[src/rtl/auto_pilot_if.sv]
// Autopilot bundle: run controls and barrier detectors in, state, command levels/pulses and step
// count out. master = autopilot side, slave = car/controller side.
interface auto_pilot_if #(
    parameter int unsigned COUNT_W = 8
);
    logic               enable;
    logic               hand_sel;
    logic               front_detector;
    logic               back_detector;
    logic               left_detector;
    logic               right_detector;
    logic [2:0]         cur;
    logic               turn_left_signal;
    logic               turn_right_signal;
    logic               move_forward_signal;
    logic               move_backward_signal;
    logic               place_barrier_signal;
    logic               destroy_barrier_signal;
    logic [COUNT_W-1:0] move_count;

    modport master (
        input  enable, hand_sel, front_detector, back_detector, left_detector, right_detector,
        output cur, turn_left_signal, turn_right_signal, move_forward_signal,
               move_backward_signal, place_barrier_signal, destroy_barrier_signal, move_count
    );

    modport slave (
        output enable, hand_sel, front_detector, back_detector, left_detector, right_detector,
        input  cur, turn_left_signal, turn_right_signal, move_forward_signal,
               move_backward_signal, place_barrier_signal, destroy_barrier_signal, move_count
    );
endinterface

[src/rtl/auto_pilot.sv]
// Wall-following maze autopilot: synchronises the four barrier detectors and sequences
// turn / move / barrier commands with programmable pulse lengths.
module auto_pilot #(
    parameter int unsigned TURN_CYCLES   = 4,
    parameter int unsigned MOVE_CYCLES   = 8,
    parameter int unsigned BACK_CYCLES   = 4,
    parameter int unsigned SETTLE_CYCLES = 2,
    parameter bit          MARK_DEAD_END = 1'b1,
    parameter int unsigned COUNT_W       = 8
) (
    input logic          clk,
    input logic          rst_n,
    auto_pilot_if.master bus
);
    function automatic int unsigned max2(input int unsigned a, input int unsigned b);
        return (a > b) ? a : b;
    endfunction

    localparam int unsigned MAX_LEN = max2(max2(2 * TURN_CYCLES, MOVE_CYCLES),
                                           max2(BACK_CYCLES, SETTLE_CYCLES));
    localparam int unsigned CNT_W   = $clog2(MAX_LEN + 1);

    localparam logic [CNT_W-1:0] TURN1_LAST  = CNT_W'(TURN_CYCLES - 1);
    localparam logic [CNT_W-1:0] TURN2_LAST  = CNT_W'(2 * TURN_CYCLES - 1);
    localparam logic [CNT_W-1:0] MOVE_LAST   = CNT_W'(MOVE_CYCLES - 1);
    localparam logic [CNT_W-1:0] BACK_LAST   = CNT_W'(BACK_CYCLES - 1);
    localparam logic [CNT_W-1:0] SETTLE_LAST = CNT_W'(SETTLE_CYCLES - 1);
    localparam logic [CNT_W-1:0] CNT_ONE     = CNT_W'(1);

    typedef enum logic [2:0] {
        StIdle    = 3'd0,
        StSense   = 3'd1,
        StTurn    = 3'd2,
        StForward = 3'd3,
        StBackup  = 3'd4,
        StMark    = 3'd5,
        StClear   = 3'd6,
        StSettle  = 3'd7
    } state_t;

    state_t             state_q;
    logic [CNT_W-1:0]   cnt_q;
    logic [CNT_W-1:0]   turn_last_q;
    logic               pend_fwd_q;
    logic               pend_mark_q;
    logic [3:0]         sync1_q;
    logic [3:0]         sync2_q;
    logic               front_prev_q;
    logic               tl_q, tr_q, mf_q, mb_q, pb_q, db_q;
    logic [COUNT_W-1:0] count_q;

    logic f_s, b_s, l_s, r_s;
    logic near_open, far_open, front_rise;

    // Synchronised detector order is {F, B, L, R}.
    assign f_s        = sync2_q[3];
    assign b_s        = sync2_q[2];
    assign l_s        = sync2_q[1];
    assign r_s        = sync2_q[0];
    assign near_open  = bus.hand_sel ? ~l_s : ~r_s;
    assign far_open   = bus.hand_sel ? ~r_s : ~l_s;
    // Only a new front obstacle aborts a move; a wall already ahead at SENSE does not.
    assign front_rise = f_s & ~front_prev_q;

    always_ff @(posedge clk or negedge rst_n) begin
        if (!rst_n) begin
            state_q      <= StIdle;
            cnt_q        <= '0;
            turn_last_q  <= '0;
            pend_fwd_q   <= 1'b0;
            pend_mark_q  <= 1'b0;
            sync1_q      <= '0;
            sync2_q      <= '0;
            front_prev_q <= 1'b0;
            tl_q         <= 1'b0;
            tr_q         <= 1'b0;
            mf_q         <= 1'b0;
            mb_q         <= 1'b0;
            pb_q         <= 1'b0;
            db_q         <= 1'b0;
            count_q      <= '0;
        end else begin
            sync1_q      <= {bus.front_detector, bus.back_detector,
                             bus.left_detector, bus.right_detector};
            sync2_q      <= sync1_q;
            front_prev_q <= f_s;
            // Commands default low; a state re-asserts the one it holds.
            tl_q <= 1'b0;
            tr_q <= 1'b0;
            mf_q <= 1'b0;
            mb_q <= 1'b0;
            pb_q <= 1'b0;
            db_q <= 1'b0;
            if (!bus.enable) begin
                state_q     <= StIdle;
                cnt_q       <= '0;
                pend_fwd_q  <= 1'b0;
                pend_mark_q <= 1'b0;
            end else begin
                unique case (state_q)
                    StIdle: begin
                        state_q <= StSense;
                        cnt_q   <= '0;
                    end
                    StSense: begin
                        cnt_q <= '0;
                        if (near_open) begin
                            state_q     <= StTurn;
                            turn_last_q <= TURN1_LAST;
                            pend_fwd_q  <= 1'b1;
                            pend_mark_q <= 1'b0;
                            tl_q        <= bus.hand_sel;
                            tr_q        <= ~bus.hand_sel;
                        end else if (!f_s) begin
                            state_q     <= StForward;
                            pend_mark_q <= 1'b0;
                            mf_q        <= 1'b1;
                        end else if (far_open) begin
                            state_q     <= StTurn;
                            turn_last_q <= TURN1_LAST;
                            pend_fwd_q  <= 1'b1;
                            pend_mark_q <= 1'b0;
                            tl_q        <= ~bus.hand_sel;
                            tr_q        <= bus.hand_sel;
                        end else if (!b_s) begin
                            state_q     <= StTurn;
                            turn_last_q <= TURN2_LAST;
                            pend_fwd_q  <= 1'b1;
                            pend_mark_q <= MARK_DEAD_END;
                            tl_q        <= bus.hand_sel;
                            tr_q        <= ~bus.hand_sel;
                        end else begin
                            state_q <= StClear;
                            db_q    <= 1'b1;
                        end
                    end
                    StTurn: begin
                        if (cnt_q == turn_last_q) begin
                            state_q <= StSettle;
                            cnt_q   <= '0;
                        end else begin
                            cnt_q <= cnt_q + CNT_ONE;
                            tl_q  <= tl_q;
                            tr_q  <= tr_q;
                        end
                    end
                    StForward: begin
                        if (front_rise) begin
                            cnt_q       <= '0;
                            pend_mark_q <= 1'b0;
                            if (!b_s) begin
                                state_q <= StBackup;
                                mb_q    <= 1'b1;
                            end else begin
                                state_q <= StSettle;
                            end
                        end else if (cnt_q == MOVE_LAST) begin
                            cnt_q <= '0;
                            if (count_q != '1) count_q <= count_q + COUNT_W'(1);
                            if (pend_mark_q) begin
                                state_q     <= StMark;
                                pend_mark_q <= 1'b0;
                                pb_q        <= 1'b1;
                            end else begin
                                state_q <= StSettle;
                            end
                        end else begin
                            cnt_q <= cnt_q + CNT_ONE;
                            mf_q  <= 1'b1;
                        end
                    end
                    StBackup: begin
                        if (cnt_q == BACK_LAST) begin
                            state_q <= StSettle;
                            cnt_q   <= '0;
                        end else begin
                            cnt_q <= cnt_q + CNT_ONE;
                            mb_q  <= 1'b1;
                        end
                    end
                    StMark, StClear: begin
                        state_q <= StSettle;
                        cnt_q   <= '0;
                    end
                    StSettle: begin
                        if (cnt_q == SETTLE_LAST) begin
                            cnt_q <= '0;
                            if (pend_fwd_q) begin
                                state_q    <= StForward;
                                pend_fwd_q <= 1'b0;
                                mf_q       <= 1'b1;
                            end else begin
                                state_q <= StSense;
                            end
                        end else begin
                            cnt_q <= cnt_q + CNT_ONE;
                        end
                    end
                endcase
            end
        end
    end

    assign bus.cur                    = state_q;
    assign bus.turn_left_signal       = tl_q;
    assign bus.turn_right_signal      = tr_q;
    assign bus.move_forward_signal    = mf_q;
    assign bus.move_backward_signal   = mb_q;
    assign bus.place_barrier_signal   = pb_q;
    assign bus.destroy_barrier_signal = db_q;
    assign bus.move_count             = count_q;
endmodule
[src/flat_wrapper.sv]
// flat-port wrapper written by rule: the top's interface ports become plain ports
module auto_pilot_flat 
#(
    parameter int unsigned TURN_CYCLES   = 4,
    parameter int unsigned MOVE_CYCLES   = 8,
    parameter int unsigned BACK_CYCLES   = 4,
    parameter int unsigned SETTLE_CYCLES = 2,
    parameter bit          MARK_DEAD_END = 1'b1,
    parameter int unsigned COUNT_W       = 8
)
  (clk, rst_n, bus_enable, bus_hand_sel, bus_front_detector, bus_back_detector, bus_left_detector, bus_right_detector, bus_cur, bus_turn_left_signal, bus_turn_right_signal, bus_move_forward_signal, bus_move_backward_signal, bus_place_barrier_signal, bus_destroy_barrier_signal, bus_move_count);
  auto_pilot_if #(.COUNT_W(COUNT_W)) bus_i ();
  input logic clk;
  input logic rst_n;
  input wire logic [$bits(bus_i.enable)-1:0] bus_enable;
  input wire logic [$bits(bus_i.hand_sel)-1:0] bus_hand_sel;
  input wire logic [$bits(bus_i.front_detector)-1:0] bus_front_detector;
  input wire logic [$bits(bus_i.back_detector)-1:0] bus_back_detector;
  input wire logic [$bits(bus_i.left_detector)-1:0] bus_left_detector;
  input wire logic [$bits(bus_i.right_detector)-1:0] bus_right_detector;
  output wire logic [$bits(bus_i.cur)-1:0] bus_cur;
  output wire logic [$bits(bus_i.turn_left_signal)-1:0] bus_turn_left_signal;
  output wire logic [$bits(bus_i.turn_right_signal)-1:0] bus_turn_right_signal;
  output wire logic [$bits(bus_i.move_forward_signal)-1:0] bus_move_forward_signal;
  output wire logic [$bits(bus_i.move_backward_signal)-1:0] bus_move_backward_signal;
  output wire logic [$bits(bus_i.place_barrier_signal)-1:0] bus_place_barrier_signal;
  output wire logic [$bits(bus_i.destroy_barrier_signal)-1:0] bus_destroy_barrier_signal;
  output wire logic [$bits(bus_i.move_count)-1:0] bus_move_count;
  assign bus_i.enable = bus_enable;
  assign bus_i.hand_sel = bus_hand_sel;
  assign bus_i.front_detector = bus_front_detector;
  assign bus_i.back_detector = bus_back_detector;
  assign bus_i.left_detector = bus_left_detector;
  assign bus_i.right_detector = bus_right_detector;
  assign bus_cur = bus_i.cur;
  assign bus_turn_left_signal = bus_i.turn_left_signal;
  assign bus_turn_right_signal = bus_i.turn_right_signal;
  assign bus_move_forward_signal = bus_i.move_forward_signal;
  assign bus_move_backward_signal = bus_i.move_backward_signal;
  assign bus_place_barrier_signal = bus_i.place_barrier_signal;
  assign bus_destroy_barrier_signal = bus_i.destroy_barrier_signal;
  assign bus_move_count = bus_i.move_count;
  auto_pilot #(.TURN_CYCLES(TURN_CYCLES), .MOVE_CYCLES(MOVE_CYCLES), .BACK_CYCLES(BACK_CYCLES), .SETTLE_CYCLES(SETTLE_CYCLES), .MARK_DEAD_END(MARK_DEAD_END), .COUNT_W(COUNT_W)) u_core (.clk(clk), .rst_n(rst_n), .bus(bus_i));
endmodule
[config.mk]
export PLATFORM = sky130hd
export DESIGN_NAME = auto_pilot_flat
export DESIGN_NICKNAME = d
export VERILOG_FILES = /design/src/rtl/auto_pilot_if.sv /design/src/rtl/auto_pilot.sv /design/src/flat_wrapper.sv
export SDC_FILE = /design/constraint.sdc
export NUM_CORES = 1
export LEC_CHECK = 0
export CORE_UTILIZATION = 53
export CTS_CLUSTER_DIAMETER = 50
export DETAILED_ROUTE_END_ITERATION = 16
export PLACE_DENSITY = 0.78
export SKIP_LAST_GASP = 1
export SLEW_MARGIN = 10
export SYNTH_ARGS = -nofsm -noshare
export SYNTH_HDL_FRONTEND = slang
export SYNTH_SLANG_ARGS = --single-unit
[constraint.sdc]
create_clock -name clk -period 2.4 [get_ports clk]
set_input_delay 0.36 -clock clk [delete_from_list [all_inputs] [get_ports clk]]
set_output_delay 0.36 -clock clk [all_outputs]
set_load 0.005 [all_outputs]
; Word level (Yosys, flattened, before mapping)
; Index checks and enable logic that the tools add are counted.
[totals]
ff_bits = 36
word_cells = 132
[op_classes]
addsub = 2
eq_ne = 22
n_mux = 78
bitwise = 6
reduce_logical = 9
[ops]
columns = op, n
row1 = $mux 1, 47
row2 = $mux 4, 10
row3 = $mux 3, 10
row4 = $pmux 3 s7, 1
row5 = $pmux 4 s5, 1
row6 = $eq 3x3->1 const B, 4
row7 = $reduce_and 4->1, 3
row8 = $pmux 1 s2, 5
row9 = $ne 3x2->1 const B, 3
row10 = $add 8x1->8 const B, 1
row11 = $ne 4x2->1 const B, 2
row12 = $ne 8x8->1 const B, 1
row13 = $eq 3x2->1 const B, 2
row14 = $mux 2, 3
row15 = $ne 3x1->1 const B, 2
row16 = $ne 6x6->1 const B, 1
row17 = $ne 5x5->1 const B, 1
row18 = $not 1->1, 5
row19 = $reduce_and 5->1, 1
row20 = $add 4x1->4 const B, 1
row21 = $eq 4x1->1 const B, 1
row22 = $eq 4x2->1 const B, 1
row23 = $eq 4x3->1 const B, 1
row24 = $eq 4x4->1, 1
row25 = 9 further kinds, 9

; Depth between registers and ports, before layout
; Gate-level depths: netlist of run 1.
[logic_depth]
depth_word = 7
ltp_mapped = 6

; Least setup slack after synthesis of run 1
; Ideal clock, no wire load.
[synth_path]
kind = reg2reg
start = register u_core.cnt_q[0]
end = register u_core.state_q[1], in the netlist u_core.bus.cur[1]
arrival_ns = 1.688
t_required_ns = 2.275
path_slack_ns = 0.587
path_stages_with_launch = 5
path_buffers = 0
cell_sequence = dfrtp_1 or3_1 a211o_1 o221ai_4 mux2_4
[synth_via]
elab_chain_len = 3
word_cells_on_any_way = 9
classes_between = eq/ne: 8 / reduce/logical: 1
[synth_lines]
columns = item, line
row1 = start: declaration, auto_pilot.sv:42  ; logic [CNT_W-1:0] cnt_q;
row2 = start signal: assignment, auto_pilot.sv:142  ; cnt_q <= cnt_q + CNT_ONE;
row3 = start signal: assignment, auto_pilot.sv:168  ; cnt_q <= cnt_q + CNT_ONE;
row4 = start signal: assignment, auto_pilot.sv:177  ; cnt_q <= cnt_q + CNT_ONE;
row5 = "$eq 4x3->1, or another cell as far along", auto_pilot.sv:157  ; end else if (cnt_q == MOVE_LAST) begin
row6 = $ne 4x2->1 (no source line) / $ne 3x2->1 (equally long branches), --
row7 = $reduce_and 4->1 (no source line) *, --
row8 = end signal: assignment, auto_pilot.sv:155  ; state_q <= StSettle;
row9 = end signal: assignment, auto_pilot.sv:161  ; state_q <= StMark;
row10 = end signal: assignment, auto_pilot.sv:165  ; state_q <= StSettle;
row11 = end: declaration, auto_pilot.sv:41  ; state_t state_q;
; Mark *: on every way between the ends. The rest lies on a longest branch, timed or not.
; A chain may end at the register's enable or synchronous reset.

; Worst setup path after layout of run 1
; Ends and elaborated chain as after synthesis.

==> reports/qor.csv, run 1 <==
stage,metric,value,unit
finish,postLayoutCellArea,0.00199,mm^2
timing,maxSlewHeadroom,0.681,
critical_path,path_class,reg -> reg,
finish,drive_gt1_frac,0.0934,
job,cap_viol_max_count,0,
critical_path,worstPathMaxFanout,6,
detailed_routing,drtIter0Drc,97,
timing,rsz0062_at_grt,false,
logic_synthesis,avgSynthCellArea,10.9,um^2
worst_hold_path,hold_path_end,u_core.sync2_q[1]$_DFF_PN0_,
logic_synthesis,syn_nets,163,
finish,n_antenna_cell,0,
pwr,p_per_area,806,mW/mm^2
logic_synthesis,synth_top_area_cell,dfrtp_1,
finish,stdcell_count,213,
critical_path,startpoint,u_core.cnt_q[0]$_DFF_PN0_,
floorplan,start_util,0.580,
timing,setup_tns,0,ps
timing,finalCritPeriodShare,0.834,
place,post_dp_cell_area,0.00193,mm^2
logic_synthesis,synth.top_cell.area_share,0.514,
clock_network,cts-hold-fix-buffers,0,
logic_synthesis,async_flop_share,1.00,
clock_network,root_buffer,clkbuf_4,
detailed_routing,antenna_left,0,
critical_path,arrival,2220,ps
critical_path,path_cells,"ha_1, and3b_1, o41ai_2, o221ai_4, mux2_4",
critical_path,slowest_stage,dfrtp_1,
critical_path,start_kind,flip-flop,
grt,antenna_found_initial,0,
timing,fin_skew,12.2,ps
clock_network,cts_buffers,5,
timing,period_needed,2000,ps
logic_synthesis,ys_types,46,
floorplan,die_area,0.00335,mm^2
clock_network,cts_tree,yes,
clock_network,clk_pin_slew,100,ps
detailed_routing,viasPerCell,5.89,
pwr,p_leak,0.905,nW
finish,syn2layout_area_growth,20.5,%
timing,slew_violations,0,
grt,grt_pass1_wl,5430,um
finish,final_common_cell,dfrtp_1,
logic_synthesis,synth_warnings,0,
logic_synthesis,synth_area_leaders,"dfrtp_1 (51%), xor2_1 (4.8%), nor2_1 (2.9%)",
detailed_routing,wl,3420,um
clock_network,cts_max_path_buffers,2,
grt,grt_max_degree,35,
timing,setup_viol,0,
grt,track_usage,0.224,
floorplan,ioPinCount,25,
worst_hold_path,hp-class,reg -> reg,
place,dp.cells,205,
detailed_routing,drc_errors,0,
critical_path,rr_endpoint,u_core.bus.cur[1]$_DFFE_PN0P_,
floorplan,die_h,57.9,um
clock_network,clkSinkCount,34,
place,gp_congestion,0.862,
clock_network,cts_max_level,2,
floorplan,core.rowCount,19,
floorplan,die_x,57.9,um
worst_hold_path,holdPathStages,0,
logic_synthesis,synth_cells,152,
finish,fin_nets,192,
critical_path,reg2reg_setup_slack,400,ps
timing,finalHoldViolations,0,
logic_synthesis,ys_seq_area_frac,0.514,
logic_synthesis,syn_area,0.00166,mm^2
timing,tightest_slew,479,ps
place,portBuffers,24,
logic_synthesis,ys_ff_latch,34,
clock_network,postCtsSetupRepairBufs,0,
detailed_routing,detailroute.via_count,1255,
logic_synthesis,synth-main-ff-cell,dfrtp_1,
pwr,vdd_drop_max,0.000428,V
critical_path,r2r_start,u_core.cnt_q[0]$_DFF_PN0_,
critical_path,cp-end-kind,flip-flop,
critical_path,cp_data_required_time,2620,ps
logic_synthesis,synth_edf_count,0,
worst_hold_path,min-delay-start,u_core.sync1_q[1]$_DFF_PN0_,
grt,overflow,0,
clock_network,cts-resized-gates,0,
detailed_routing,post_drt_wl_per_cell,16.1,um
finish,mostFrequentLayoutCells,"dfrtp_1 (34), clkdlybuf4s50_1 (24), nor2_1 (13), xor2_1 (9), nand2_1 (8)",
critical_path,reg2reg_depth,5,
critical_path,max_stage_delay,450,ps
clock_network,clk_latency,330,ps
floorplan,core_area,0.00285,mm^2
critical_path,path_delay_family,compound AO/OA/AOI/OAI gates,
detailed_routing,detail_route.first_pass.iterations,4,
status,status,"finished, final reports clean",
place,dp_hpwl,2460,um
critical_path,crit_buf_inv,0,
timing,max_freq,499,MHz
grt,first_global_vias,1182,
==> state kept, by name (all words and copies together), names as in the netlist, 2 cells and up <==
name / flops
u_core.turn_last_q: 2
u_core.sync1_q: 4
u_core.bus.move_count: 8
u_core.cnt_q: 4
u_core.bus.cur: 3
u_core.sync2_q: 4
==> power by group <==
group	internal, mW	switching [mW]	total [mW]
Clock	0.142	0.182	0.324
Combinational	0.261	0.242	0.502
Sequential	0.645	0.136	0.780
Total	1.05	0.559	1.61
==> metal layers <==
metal | GRT usage | vias to the layer above | part of all wire
met1 | 0.293 | 604 | 0.45
met3 | 0.0580 | 8 | 0.051
met2 | 0.353 | 36 | 0.48
li1 | - | 607 | -
met4 | 0.102 | 0 | 0.021
met5 | 0 | - | 0
==> logic make-up (layout without fill, tap and decap cells) <==
family,after synthesis,count (layout),share of synthesized area
and+or+nand+nor,62,62,0.212
DFF,34,34,0.514
AOI/OAI and AO/OA,29,29,0.146
xor gates and xnor gates,10,10,0.0529
buffers and inverters,10,40,0.0249
muxes,4,4,0.0280
adders and majority gates,3,3,0.0227
==> final cells by class <==
type	instances	area, um^2
Sequential cell	34	851
Tap cell	31	38.8
Timing Repair Buffer	27	263
Inverter	5	18.8
Clock inverter	1	5.00
Fill cell	213	858
Clock buffer	7	55.1
Multi-Input combinational cell	108	763
==> worst max-delay path by stage <==
stage	to	slack (ps)	cells after the start
CTS	u_core.bus.cur[1]$_DFFE_PN0P_	430	5
global route	u_core.bus.move_count[5]$_DFFE_PN0P_	300	5
global placement	u_core.bus.cur[1]$_DFFE_PN0P_	520	4
detailed placement	u_core.pend_fwd_q$_DFFE_PN0P_	440	5
finish	u_core.bus.cur[1]$_DFFE_PN0P_	400	5
floorplan	u_core.bus.cur[1]$_DFFE_PN0P_	590	4
==> stage by stage <==
step | total power, mW | utilization | hold slack [ps] | setup WS [ps]
6_report | 1.61 | 0.699 | 346 | 397
2_1_floorplan | 1.10 | - | 64.4 | 587
5_1_grt | 1.70 | 0.699 | 352 | 300
3_3_place_gp | 1.27 | 0.678 | 332 | 524
4_1_cts | 1.61 | 0.699 | 356 | 427
3_5_place_dp | 1.29 | 0.678 | 336 | 436
==> synth_stat cells (3+ instances only) <==
cell and number:
nor3b_1 6, xor2_1 9, nor3_1 6, nand2b_1 5, ha_1 3, nand3_1 7
o21ai_0 5, nor4_1 3, buf_2 3, a21oi_1 4, nor2_1 13, nor2b_1 4
dfrtp_1 34, nand2_1 8, inv_1 5
Note: power is estimated with default switching activity, not from simulation.
==> run 2: changes to the inputs <==
- CORE_UTILIZATION: 53 -> 48
- PLACE_DENSITY: 0.78 -> 0.75
- clock period: 2.4 -> 1.6 ns (I/O delays scaled with it)
==> run 2 against run 1 <==
Against the previous run: the flow now finishes with violations (negative setup slack); via count is 18% higher; fmax is 9.6% higher; critical path depth is 1 lower; sequential share of layout area is 9.8 points lower; count of clock-buffer cells in the layout is 1 lower; cell count is 28% higher; power is 94% higher; hold slack worse by 56 ps; wire length is 38% higher; sequential power is 41% higher; critical path type unchanged.
==> reports/qor.csv, run 2 (synthesis results as in run 1) <==
stage,metric,value,unit
finish,postLayoutCellArea,0.00261,mm^2
critical_path,path_delay_family,compound AO/OA/AOI/OAI gates,
timing,rsz0062_at_grt,true,
finish,final_util,0.827,
timing,postLayoutSetupSlackWorst,-227,ps
timing,maxSlewHeadroom,0.711,
grt,first_global_vias,1484,
critical_path,reg2reg_depth,4,
timing,slew_violations,0,
grt,grt_pass1_wl,7160,um
pwr,p_per_area,1200,mW/mm^2
finish,fin_nets,238,
critical_path,r2r_start,u_core.cnt_q[0]$_DFF_PN0_,
critical_path,cp_data_required_time,1830,ps
finish,largest_reg_flops,8,
critical_path,start_kind,flip-flop,
grt,antenna_found_initial,0,
critical_path,cp-end-kind,flip-flop,
critical_path,slowest_stage,dfrtp_2,
clock_network,root_buffer,clkbuf_4,
grt,overflow,0,
finish,syn2layout_area_growth,57.6,%
detailed_routing,drtIter0Drc,51,
finish,n_antenna_cell,0,
finish,stdcell_count,272,
status,violations,negative setup slack,
place,post_dp_cell_area,0.00218,mm^2
critical_path,rr_endpoint,u_core.bus.cur[1]$_DFFE_PN0P_,
critical_path,startpoint,u_core.cnt_q[0]$_DFF_PN0_,
detailed_routing,detailroute.via_count,1480,
finish,mostFrequentLayoutCells,"buf_4 (41), dfrtp_1 (29), clkdlybuf4s50_1 (21), xor2_1 (9)",
grt,use_met1,0.344,
worst_hold_path,hp-class,in -> async,
detailed_routing,detail_route.first_pass.iterations,4,
floorplan,start_util,0.525,
clock_network,clk_pin_slew,110,ps
critical_path,arrival,2060,ps
place,dp_hpwl,2890,um
timing,finalCritPeriodShare,1.14,
place,gp_congestion,0.891,
clock_network,clkSinkCount,34,
detailed_routing,viasPerCell,5.44,
clock_network,cts-hold-fix-buffers,0,
critical_path,path_cells,"or3_1, a211o_1, o221ai_4, mux2_4",
grt,grt_max_degree,35,
critical_path,worstPathMaxFanout,5,
finish,drive_gt1_frac,0.408,
timing,max_freq,547,MHz
detailed_routing,drc_errors,0,
critical_path,crit_end,u_core.bus.cur[1]$_DFFE_PN0P_,
place,portBuffers,24,
timing,tightest_slew,434,ps
timing,setup_viol,14,
floorplan,core_area,0.00315,mm^2
clock_network,clk_latency,350,ps
timing,whs,290,ps
clock_network,cts_tree,yes,
critical_path,crit_buf_inv,0,
grt,grt_use_met3,0.0576,
floorplan,core.rowCount,20,
floorplan,die_x,60.7,um
grt,track_usage,0.277,
clock_network,cts_max_path_buffers,2,
floorplan,ioPinCount,25,
floorplan,die_area,0.00369,mm^2
timing,period_needed,1830,ps
critical_path,max_stage_delay,460,ps
finish,final_common_cell,buf_4,
detailed_routing,post_drt_wl_per_cell,17.3,um
clock_network,cts_max_level,2,
clock_network,cts_buffers,5,
detailed_routing,wl,4710,um
pwr,p_leak,1.14,nW
job,cap_viol_max_count,0,
critical_path,critical_path_depth,4,
detailed_routing,antenna_left,0,
place,dp.cells,245,
grt,gr-max-usage-layer,met2,
floorplan,die_h,60.7,um
status,status,"finished, violations left",
critical_path,path_class,reg -> reg,
timing,finalHoldViolations,0,
critical_path,reg2reg_setup_slack,-230,ps
pwr,vdd_drop_max,0.000713,V
grt,met2_usage,0.477,
timing,fin_skew,13.5,ps
run 2: changes by cell type in the layout (fill, tap and decap cells not counted), sizes merged:
cell	previous run	this run
clkbuf	7	6
buf	3	49
clkinvlp	0	1
dlygate4sd2	0	3
clkdlybuf4s50	24	21
run 2: cell type report:
cell class,count,area [um^2]
Fill cell,194,544
Inverter,5,21.3
Clock buffer,6,51.3
Clock inverter,2,12.5
Timing Repair Buffer,73,643
Sequential cell,34,857
Tap cell,44,55.1
Multi-Input combinational cell,108,968
run 2: power breakdown:
group          switching [mW]  internal, mW
registers               0.124         0.975
clock network           0.307         0.211
logic                   0.676         0.827
total                    1.11          2.01
run 2: layer usage:
layer / vias to the layer above / part of all wire / wire length, um
li1: 701 / - / -
met3: 15 / 0.037 / 176
met1: 716 / 0.41 / 1920
met2: 48 / 0.52 / 2450
met4: 0 / 0.034 / 159
met5: - / 0 / 0
run 2: worst min path at each step:
| stage | depth (start not counted) | endpoint | slack [ps] | startpoint |
|---|---|---|---|---|
| floorplan | 0 | u_core.bus.cur[0]$_DFFE_PN0P_ | -60 | rst_n |
| global placement | 0 | u_core.sync2_q[2]$_DFF_PN0_ | 340 | u_core.sync1_q[2]$_DFF_PN0_ |
| detailed placement | 0 | u_core.sync2_q[2]$_DFF_PN0_ | 340 | u_core.sync1_q[2]$_DFF_PN0_ |
| CTS | 2 | u_core.bus.destroy_barrier_signal$_DFF_PN0_ | 300 | rst_n |
| global route | 1 | u_core.sync1_q[1]$_DFF_PN0_ | 310 | bus_left_detector |
| finish | 2 | u_core.front_prev_q$_DFF_PN0_ | 290 | rst_n |
run 2: per-stage QoR:
step	setup TNS, ps	total power [mW]	setup slack, ps
after CTS	-1730	2.95	-215
after floorplan	-299	1.68	-154
after global placement	-1890	2.26	-205
after detailed placement	-3340	2.29	-325
final	-1460	3.12	-227
after global routing	-2310	3.31	-257
run 2: repair_timing:
| action | 4_1_cts | 5_1_grt |
|---|---|---|
| hold endpoints to repair | 0 | 0 |
| endpoints found under the setup margin | 20 | 24 |
| pin swaps | 10 | 9 |
| buffers inserted | 5 | 15 |
| gates resized for setup | 30 | 24 |
==> run 3: changes to the inputs <==
- ABC_AREA: default -> 1
- PLACE_DENSITY: 0.75 -> 0.74
==> run 3 against run 2 <==
Against the previous run: the flow now finishes without violations; hold slack got worse by 7.2 ps; cell count rose by 15%; sequential share of layout area rose by 4.8 points; critical endpoint is now bus_move_count[6]; largest cell class is now flip-flops and latches.
==> reports/qor.csv, run 3 <==
stage,metric,value,unit
status,status,"finished, final reports clean",
detailed_routing,viasPerCell,4.96,
job,cap_viol_max_count,0,
pwr,p_clk_frac,0.255,
critical_path,start_kind,flip-flop,
grt,grt_max_degree,35,
pwr,vdd_drop_max,0.000887,V
place,dp_hpwl,2610,um
grt,overflow,0,
clock_network,root_buffer,clkbuf_4,
detailed_routing,antenna_left,0,
floorplan,core_area,0.00342,mm^2
grt,antenna_found_initial,0,
logic_synthesis,synth.most_common_cell,nand2_1,
critical_path,max_stage_delay,510,ps
critical_path,reg2reg_setup_slack,110,ps
logic_synthesis,synth_cells,219,
logic_synthesis,ys_types,27,
timing,setup_tns,0,ps
critical_path,critical_path_depth,1,
logic_synthesis,syn_nets,230,
pwr,internal_power,1.67,mW
timing,fin_skew,5.44,ps
critical_path,cp_data_required_time,1360,ps
logic_synthesis,synth_edf_count,0,
floorplan,die_area,0.00391,mm^2
critical_path,path_class,reg -> out,
detailed_routing,wl,3650,um
logic_synthesis,ys_ff_latch,34,
critical_path,path_delay_family,buffers and inverters,
detailed_routing,post_drt_wl_per_cell,11.7,um
pwr,power.switching,875,uW
finish,syn2layout_area_growth,29.8,%
clock_network,cts_tree,yes,
critical_path,worstPathMaxFanout,6,
grt,grt_pass1_wl,6370,um
logic_synthesis,synth_warnings,0,
clock_network,clk_latency,350,ps
finish,multi_input_area,801,um^2
timing,maxSlewHeadroom,0.725,
grt,track_usage,0.209,
timing,tightest_slew,413,ps
place,portBuffers,24,
timing,max_freq,655,MHz
floorplan,die_h,62.5,um
finish,n_antenna_cell,0,
worst_hold_path,hp-class,in -> async,
critical_path,reg2reg_depth,6,
logic_synthesis,async_flop_share,1.00,
critical_path,slowest_stage,clkdlybuf4s50_1,
logic_synthesis,ys_seq_area_frac,0.484,
critical_path,rr_endpoint,u_core.bus.move_count[0]$_DFFE_PN0P_,
logic_synthesis,syn_area,0.00176,mm^2
clock_network,clkSinkCount,34,
clock_network,cts_max_level,2,
finish,fillers,308,
critical_path,cp-end-kind,primary output,
critical_path,arrival,1290,ps
finish,final_util,0.668,
pwr,power.share.switching,0.344,
detailed_routing,drc_errors,0,
detailed_routing,detailroute.via_count,1548,
logic_synthesis,avgSynthCellArea,8.02,um^2
clock_network,cts_max_path_buffers,2,
clock_network,clk_pin_slew,110,ps
clock_network,cts-hold-fix-buffers,0,
grt,first_global_vias,1502,
timing,finalHoldViolations,0,
finish,largest_reg_flops,8,
pwr,seqPwrFrac,0.412,
logic_synthesis,synth.top_cell.area_share,0.484,
timing,slew_violations,0,
timing,finalCritPeriodShare,0.955,
floorplan,start_util,0.514,
critical_path,r2r_start,u_core.cnt_q[1]$_DFF_PN0_,
clock_network,cts_buffers,5,
pwr,p_leak,1.14,nW
critical_path,crit_buf_inv,1,
detailed_routing,drtIter0Drc,51,
floorplan,die_x,62.5,um
finish,regArea,858,um^2
finish,fin_nets,276,
logic_synthesis,synth_area_leaders,"dfrtp_1 (48%), nand2_1 (15%), nor2_1 (6.0%)",
detailed_routing,detail_route.first_pass.iterations,4,
finish,final_common_cell,nand2_1,
logic_synthesis,synth_common_cells,"nand2_1 (69), dfrtp_1 (34), nor2_1 (28)",
finish,mostFrequentLayoutCells,"nand2_1 (69), dfrtp_1 (28), nor2_1 (27), inv_1 (25), clkdlybuf4s50_1 (22)",
floorplan,ioPinCount,25,
pwr,p_total,2.54,mW
timing,setup_viol,0,
timing,period_needed,1530,ps
place,gp_congestion,0.876,
logic_synthesis,synth_top_area_cell,dfrtp_1,
floorplan,core.rowCount,21,
logic_synthesis,synth-main-ff-cell,dfrtp_1,
pwr,comb_power_share,0.333,
finish,drive_gt1_frac,0.180,
critical_path,path_cells,clkdlybuf4s50_1,
pwr,p_per_area,1110,mW/mm^2
timing,whs,283,ps
timing,rsz0062_at_grt,true,
## run 3: stage by stage
step / cells / instance area, um^2 / worst slack, ps
2_1_floorplan: 219 / 1760 / 239
3_3_place_gp: 297 / 2110 / 4.71
3_5_place_dp: 297 / 2110 / -19.3
4_1_cts: 306 / 2200 / 3.03
5_1_grt: 312 / 2280 / -44.9
6_report: 312 / 2280 / 72.6
## run 3: cells by family after synthesis
logic type / after synthesis / share of synthesized area
AOI/OAI and AO/OA: 15 / 0.0541
xor gates and xnor gates: 8 / 0.0442
DFF: 34 / 0.484
buffers and inverters: 29 / 0.0684
and+or+nand+nor: 130 / 0.328
adders and majority gates: 3 / 0.0214
## run 3: how the worst max path moves through the flow
stage / startpoint / to / slack (ps)
CTS: u_core.bus.move_count[0]$_DFFE_PN0P_ / bus_move_count[0] / 3
detailed placement: bus_enable / u_core.bus.cur[2]$_DFFE_PN0P_ / -20
finish: u_core.bus.move_count[6]$_DFFE_PN0P_ / bus_move_count[6] / 70
global route: u_core.bus.move_count[1]$_DFFE_PN0P_ / u_core.bus.move_count[7]$_DFFE_PN0P_ / -40
floorplan: u_core.bus.move_count[0]$_DFFE_PN0P_ / u_core.bus.move_count[6]$_DFFE_PN0P_ / 240
global placement: bus_enable / u_core.bus.cur[0]$_DFFE_PN0P_ / 5
## run 3: what timing repair did
action,CTS,global route
gates resized for setup,2,12
endpoints found under the hold margin,0,0
cloned,0,0
pin swaps,0,1
endpoints found under the setup margin,3,18
setup buffers,1,6
## run 3: power by group through the flow
stage | Sequential (mW) | Combinational, mW | Clock [mW]
6_report | 1.05 | 0.846 | 0.649
5_1_grt | 1.06 | 0.957 | 0.704
4_1_cts | 1.06 | 0.766 | 0.661
3_5_place_dp | 1.08 | 0.735 | 0
3_3_place_gp | 1.08 | 0.735 | 0
2_1_floorplan | 1.07 | 0.459 | 0
## run 3: final cells by class
class / count / share of cell area
clock buffer: 5 / 0.0165
clock inverter: 3 / 0.0197
inverter: 27 / 0.0444
multi-input combinational: 156 / 0.351
sequential: 34 / 0.376
tap: 46 / 0.0252
timing repair buffer: 41 / 0.167
## run 3: metal layers
| metal | global-route usage | routed length, um | part of all wire | up-vias |
|---|---|---|---|---|
| li1 | - | - | - | 781 |
| met1 | 0.266 | 1690 | 0.46 | 713 |
| met2 | 0.344 | 1700 | 0.47 | 47 |
| met3 | 0.0584 | 212 | 0.058 | 7 |
| met4 | 0.0698 | 53 | 0.015 | 0 |
| met5 | 0 | 0 | 0 | - |
